$ cat src/rtl/led_pkg.sv
// Shared types and default timing constants for the LED blink scheduler.
package led_pkg;

    typedef enum logic [1:0] {
        IDLE  = 2'd0,
        BLINK = 2'd1,
        GAP   = 2'd2
    } e_sched_state;

    localparam int HALF_PERIOD_DEF = 16_666_666;
    localparam int GAP_CYC_DEF     = 50_000_000;

endpackage

$ cat src/rtl/led_rr_arbiter.sv
// Combinational round-robin pick: first set req bit at or above ptr, with wrap.
module led_rr_arbiter #(
    parameter int N_REQ = 4,
    parameter int IDX_W = 2
) (
    input  logic [N_REQ-1:0] req,
    input  logic [IDX_W-1:0] ptr,
    output logic             valid,
    output logic [IDX_W-1:0] index,
    output logic [N_REQ-1:0] onehot
);

    always_comb begin
        valid  = 1'b0;
        index  = '0;
        onehot = '0;
        for (int k = 0; k < N_REQ; k++) begin
            int j;
            j = int'(ptr) + k;
            if (j >= N_REQ) j = j - N_REQ;
            if (!valid && req[j]) begin
                valid     = 1'b1;
                index     = IDX_W'(j);
                onehot[j] = 1'b1;
            end
        end
    end

endmodule

$ cat src/rtl/led_blink_scheduler.sv
// Shares one active-low LED between N_REQ requesters: round-robin grant, blink burst, dark guard gap.
// Optional LED_SCHED_PREEMPT_EN: requester 0 wins arbitration and cuts other bursts at an off-phase end.
module led_blink_scheduler
    import led_pkg::*;
#(
    parameter int N_REQ       = 4,
    parameter int HALF_PERIOD = HALF_PERIOD_DEF,
    parameter int GAP_CYC     = GAP_CYC_DEF,
    parameter int CNT_W       = 4
) (
    input  logic                   clk,
    input  logic                   reset,
    input  logic [N_REQ-1:0]       req,
    input  logic [N_REQ*CNT_W-1:0] req_blinks,
    output logic [N_REQ-1:0]       grant,
    output logic [N_REQ-1:0]       done,
    output logic                   busy,
    output logic                   led1,
    output e_sched_state           dbg_state
);

    localparam int IDX_W = (N_REQ > 1) ? $clog2(N_REQ) : 1;
    localparam int PH_W  = (HALF_PERIOD > 1) ? $clog2(HALF_PERIOD) : 1;
    localparam int GAP_W = $clog2(GAP_CYC + 1);
    localparam logic [PH_W-1:0]  PH_LAST  = PH_W'(HALF_PERIOD - 1);
    localparam logic [GAP_W-1:0] GAP_LAST = GAP_W'(GAP_CYC - 1);
    localparam logic [IDX_W-1:0] IDX_LAST = IDX_W'(N_REQ - 1);

    e_sched_state     state_q, state_d;
    logic [IDX_W-1:0] ptr_q, ptr_d;
    logic [CNT_W-1:0] blinks_q, blinks_d;
    logic [PH_W-1:0]  phase_q, phase_d;
    logic [GAP_W-1:0] gap_q, gap_d;
    logic [N_REQ-1:0] grant_q, grant_d;
    logic [N_REQ-1:0] done_q, done_d;
    logic             led_q, led_d;

    logic             arb_valid;
    logic [IDX_W-1:0] arb_idx;
    logic [N_REQ-1:0] arb_onehot;
    logic             pick_valid;
    logic [IDX_W-1:0] pick_idx;
    logic [N_REQ-1:0] pick_onehot;
    logic [CNT_W-1:0] pick_blinks;

    led_rr_arbiter #(
        .N_REQ (N_REQ),
        .IDX_W (IDX_W)
    ) u_arb (
        .req    (req),
        .ptr    (ptr_q),
        .valid  (arb_valid),
        .index  (arb_idx),
        .onehot (arb_onehot)
    );

    always_comb begin
        pick_valid  = arb_valid;
        pick_idx    = arb_idx;
        pick_onehot = arb_onehot;
`ifdef LED_SCHED_PREEMPT_EN
        if (req[0]) begin
            pick_valid  = 1'b1;
            pick_idx    = '0;
            pick_onehot = N_REQ'(1);
        end
`endif
        pick_blinks = req_blinks[int'(pick_idx)*CNT_W +: CNT_W];
    end

    always_comb begin
        state_d  = state_q;
        ptr_d    = ptr_q;
        blinks_d = blinks_q;
        phase_d  = phase_q;
        gap_d    = gap_q;
        grant_d  = grant_q;
        done_d   = '0;
        led_d    = led_q;
        case (state_q)
            IDLE: begin
                led_d   = 1'b1;
                grant_d = '0;
                if (pick_valid) begin
                    grant_d  = pick_onehot;
                    ptr_d    = (pick_idx == IDX_LAST) ? '0 : pick_idx + 1'b1;
                    blinks_d = pick_blinks;
                    phase_d  = '0;
                    gap_d    = '0;
                    if (pick_blinks != '0) begin
                        state_d = BLINK;
                        led_d   = 1'b0;
                    end else begin
                        // Empty burst: acknowledge at once, still pay the guard gap.
                        done_d  = pick_onehot;
                        state_d = GAP;
                    end
                end
            end
            BLINK: begin
                if (phase_q == PH_LAST) begin
                    phase_d = '0;
                    if (led_q) begin
                        blinks_d = blinks_q - 1'b1;
                        if (blinks_q == CNT_W'(1)) begin
                            done_d  = grant_q;
                            grant_d = '0;
                            led_d   = 1'b1;
                            gap_d   = '0;
                            state_d = GAP;
`ifdef LED_SCHED_PREEMPT_EN
                        end else if (req[0] && !grant_q[0]) begin
                            // Cut without done; the requester keeps req high and is re-served in full.
                            grant_d = '0;
                            led_d   = 1'b1;
                            gap_d   = '0;
                            state_d = GAP;
`endif
                        end else begin
                            led_d = 1'b0;
                        end
                    end else begin
                        led_d = 1'b1;
                    end
                end else begin
                    phase_d = phase_q + 1'b1;
                end
            end
            GAP: begin
                grant_d = '0;
                led_d   = 1'b1;
                if (gap_q == GAP_LAST) begin
                    state_d = IDLE;
                end else begin
                    gap_d = gap_q + 1'b1;
                end
            end
            default: begin
                state_d = IDLE;
                grant_d = '0;
                led_d   = 1'b1;
            end
        endcase
    end

    always_ff @(posedge clk) begin
        if (!reset) begin
            state_q  <= IDLE;
            ptr_q    <= '0;
            blinks_q <= '0;
            phase_q  <= '0;
            gap_q    <= '0;
            grant_q  <= '0;
            done_q   <= '0;
            led_q    <= 1'b1;
        end else begin
            state_q  <= state_d;
            ptr_q    <= ptr_d;
            blinks_q <= blinks_d;
            phase_q  <= phase_d;
            gap_q    <= gap_d;
            grant_q  <= grant_d;
            done_q   <= done_d;
            led_q    <= led_d;
        end
    end

    assign grant     = grant_q;
    assign done      = done_q;
    assign led1      = led_q;
    assign busy      = (state_q != IDLE);
    assign dbg_state = state_q;

endmodule

$ cat config.mk
export PLATFORM = sky130hd
export DESIGN_NAME = led_blink_scheduler
export DESIGN_NICKNAME = d
export VERILOG_FILES = /design/src/rtl/led_pkg.sv /design/src/rtl/led_rr_arbiter.sv /design/src/rtl/led_blink_scheduler.sv
export SDC_FILE = /design/constraint.sdc
export NUM_CORES = 1
export LEC_CHECK = 0
export CAP_MARGIN = 20
export CORE_UTILIZATION = 45
export CTS_CLUSTER_SIZE = 28
export DETAILED_ROUTE_END_ITERATION = 10
export GPL_TIMING_DRIVEN = 1
export PLACE_DENSITY = 0.62
export SLEW_MARGIN = 20
export SYNTH_ARGS = -nofsm -noshare
export SYNTH_HDL_FRONTEND = slang
export SYNTH_SLANG_ARGS = --single-unit
export TNS_END_PERCENT = 5
$ cat constraint.sdc
create_clock -name clk -period 4.2 [get_ports clk]
set_input_delay 0.84 -clock clk [delete_from_list [all_inputs] [get_ports clk]]
set_output_delay 0.84 -clock clk [all_outputs]
set_load 0.01 [all_outputs]
==> reports/results.txt <==
For the peak clock frequency supported by timing, the log shows 283 MHz. The CTS clock-pin slew for the worst setup and hold paths came out at 0.07 ns. Counting I/O delays and the setup requirement, the final critical path takes 3.53 ns. Global-route wire length before repair: 13.2 mm. After detailed routing, the number of remaining DRC violations is 0.

The total internal power came out at 1410 uW. For the reported max-cap violation count, the log shows 0. In this run the static leakage power is 0.00149 uW. Overall power: 2310 uW. During placement, the flow inserted port buffers numbering 33.

Ratio of routed vias to standard cells: 5.50. Count of endpoints failing hold in the final timing report: 0. Clock tree synthesis selected as its root buffer the cell sky130_fd_sc_hd__clkbuf_8. The fraction of synthesized cell area taken by the top area cell type is 0.364. For the final wirelength, the log shows 7.79 mm. The run gives 115 as the count of routing violations after the opening detailed-route iteration. The power density of the placed cells is 536 nW/um^2. After floorplanning, the core was sized to cover 7810 um^2. The via count of the first global-routing pass is 2924, and the overall die area is 8550 um^2.

The worst clock skew was 0.0150 ns. The worst setup path is captured at a flop. The share of layout cells above drive strength 1 is 0.0789, and the cell count after synthesis is 428. The number of antenna diodes in the final layout is 0.

After synthesis, the cell types taking the most area are sky130_fd_sc_hd__dfxtp_1 36%, sky130_fd_sc_hd__nor2_1 6.2%, sky130_fd_sc_hd__xor2_1 5.9%. The worst slack at placement came out at 0.539 ns. The worst setup path is launched from a flop. The starting density of the core is 0.472.

Most crowded layer after global routing: met2. The logs give 0.247 for the global-route track usage on met1 and 0 for the buffers inserted during post-CTS setup optimization. TritonCTS built the clock tree. Summed over all layers, the global routing overflow is 0.

The run gives 0 as the number of pins exceeding their max-slew limit in the final report. Cell with the most instances after synthesis: sky130_fd_sc_hd__dfxtp_1. The pre-antenna-repair detailed-routing pass consisted of 4 iterations. The die span in x came out at 92.5 um. The run gives 67 as the number of clock sinks.

The end of the worst register-to-register path is led1. For the worst setup path, the data arrival time is 3.76 ns. For this design the total switching power over the nets is 896 uW. The worst min-delay path class is flop to flop. The run finished with clean final reports. The switching power share of the total is 0.388. The final cycle utilization of the critical path was 0.840. The logs give 0.241 for the share of total power in the clock network and 0 for the final antenna-violating net count.

Setup repair after global routing left no endpoint under its margin. The share of total power in sequential cells came out at 0.339. Averaged over all synthesized cells, the footprint is 8.61 um^2. Once routing completed, OpenROAD measured the worst setup slack at 0.672 ns. The tools report the post-cts resize count as 0.

For this run, the number of Yosys warnings is 0. The worst setup path is of the flop to flop kind. The floorplan row count was 32. The run gives 0.516 as the max-slew headroom at the worst pin. Following the worst setup path forward leads to its endpoint at led1.

For the register-to-register path setup slack, the log shows 0.67 ns. For the number of vias after detailed routing, the log shows 3142. The later pin in the worst-skew pair is clocked with a latency of 0.35 ns.

Setup violations remaining at the end of the flow were counted as 0. In this run the critical register-to-register path is launched from ptr_q[0]. When the netlist entered floorplanning its net count stood at 460.

The commonest cells after synthesis are 67 x sky130_fd_sc_hd__dfxtp_1, 61 x sky130_fd_sc_hd__nor2_1, 38 x sky130_fd_sc_hd__nand2_1. The H-tree was split into 3 levels. The logs give 9 for the TritonCTS buffer count and 496 for the number of nets in the finished design. From synthesis to final layout, the design area changed by 16.8%. The worst-case IR drop observed on VDD is 394 uV. For this design, the CTS-stage hold fixing added 0 buffers. Tracing the worst setup path back leads to its startpoint at ptr_q[0]. The logs give 0.801 for the weighted congestion at the end of routability-driven global placement and 62 for the unique cell type count in the Yosys netlist. The worst reg-to-reg path cell count is 10. At the worst endpoint, the required time is 4.43 ns. The maximum number of pins on one net before global-route repair was 27; the wire length per cell was 13.6 um.

The global-route track usage on met2 was 0.319; the number of enable flip-flop cells after synthesis was 0. The proportion of register bits with asynchronous set or reset after synthesis works out to 0. Of all nets on the critical path, the largest fanout is 12.

The count of state elements after synthesis is 67, and the met3 usage is 0.0534. The number of antenna violations at the first check in global routing came out at 0. The sequential share of the synthesized area is 0.364, and the boundary pin count is 34.

Once detailed placement completed, the half-perimeter wirelength came to 5.70 mm. The tools report the buffer depth of the longest clock path as 2. The slew of the pin with the lowest slew margin was 0.726 ns. The die height works out to 92.5 um.

Top flip-flop cell by instance count after synthesis: sky130_fd_sc_hd__dfxtp_1. The cell area that synthesis handed to floorplanning was 3680 um^2. In the final timing run, aggregate negative setup slack is 0 ns. The run gives 0.194 as the total routing resource utilization after global routing.

Of all cell types, the one taking the most synthesized area is sky130_fd_sc_hd__dfxtp_1. The run gives 0.419 as the power share of the combinational group.
through the flow:
stage               instance area, um^2  cells  utilization  hold slack, ns
finish                             4300    571        0.551           0.472
global placement                   4100    555        0.525           0.461
global route                       4300    571        0.551           0.490
detailed placement                 4100    555        0.525           0.465
CTS                                4300    571        0.551           0.475
floorplan                          3680    428            -           0.457
cells by family after synthesis:
group,after synthesis,share of synthesized area
XOR/XNOR,39,0.0927
AO/OA/AOI/OAI,75,0.144
flip-flops,67,0.364
adder cells (fa/ha/maj),10,0.0340
multiplexers,18,0.0587
buffers and inverters,21,0.0295
AND/OR/NAND/NOR,198,0.277
routing by layer:
metal  wire (um)  vias up
li1            -     1610
met1        3810     1482
met2        3630       44
met3         273        6
met4          79        0
met5           0        -
power groups by stage:
stage,logic (uW),registers [uW],clock network [uW]
floorplan,770,771,0
global placement,956,796,0
detailed placement,964,796,0
CTS,967,783,576
global route,1070,796,606
finish,968,783,557
placed cells by master, fill, tap and decap left out, types with 5 or more instances in the layout:
master	n
sky130_fd_sc_hd__o21ai_1	6
sky130_fd_sc_hd__nand2_1	38
sky130_fd_sc_hd__and4_1	5
sky130_fd_sc_hd__nand4_1	16
sky130_fd_sc_hd__clkdlybuf4s50_1	33
sky130_fd_sc_hd__or3_1	8
sky130_fd_sc_hd__a21oi_1	12
sky130_fd_sc_hd__clkbuf_8	9
sky130_fd_sc_hd__dfxtp_1	67
sky130_fd_sc_hd__nand3_1	18
sky130_fd_sc_hd__nor3_1	13
sky130_fd_sc_hd__inv_1	8
sky130_fd_sc_hd__xnor2_1	14
sky130_fd_sc_hd__nor2b_1	6
sky130_fd_sc_hd__nor2_1	61
sky130_fd_sc_hd__xor2_1	25
sky130_fd_sc_hd__o21ai_0	17
sky130_fd_sc_hd__mux2i_1	12
sky130_fd_sc_hd__and3_1	7
sky130_fd_sc_hd__ha_1	10
sky130_fd_sc_hd__a22oi_1	8
sky130_fd_sc_hd__a21boi_0	5
sequential cells by signal, summed over array words and instances (netlist names):
signal and count:
done 4, grant 4, gap_q 26, ptr_q 2
led1 1, blinks_q 4, dbg_state 2, phase_q 24
cell type report:
class                   instances  area [um^2]
fillers                       731         3500
inverters                       9         33.8
repair buffers                 37          360
multi-input cells             340         2230
clock buffers                   9          124
well taps                     102          128
flip-flops and latches         67         1340
clock inverters                 7         82.6
worst min-delay path by stage:
stage	startpoint	to	slack [ns]	cells after the start
6_report	grant[3]	done[3]	0.47	2
5_1_grt	grant[3]	done[3]	0.49	2
4_1_cts	grant[3]	done[3]	0.47	2
3_5_place_dp	grant[3]	done[3]	0.47	2
3_3_place_gp	grant[3]	done[3]	0.46	2
2_1_floorplan	phase_q[13]	phase_q[13]	0.46	1
critical path: stages (launching register included):
cell and delay, ns:
sky130_fd_sc_hd__dfxtp_1 0.67, sky130_fd_sc_hd__inv_2 0.15, sky130_fd_sc_hd__ha_1 0.45, sky130_fd_sc_hd__or3b_1 0.39
sky130_fd_sc_hd__a2111o_1 0.42, sky130_fd_sc_hd__nand3_2 0.16, sky130_fd_sc_hd__o22ai_2 0.24, sky130_fd_sc_hd__mux2i_1 0.18
sky130_fd_sc_hd__mux2_4 0.32, sky130_fd_sc_hd__and4_1 0.22, sky130_fd_sc_hd__o22a_1 0.21
Power figures use the tool's default switching activity.
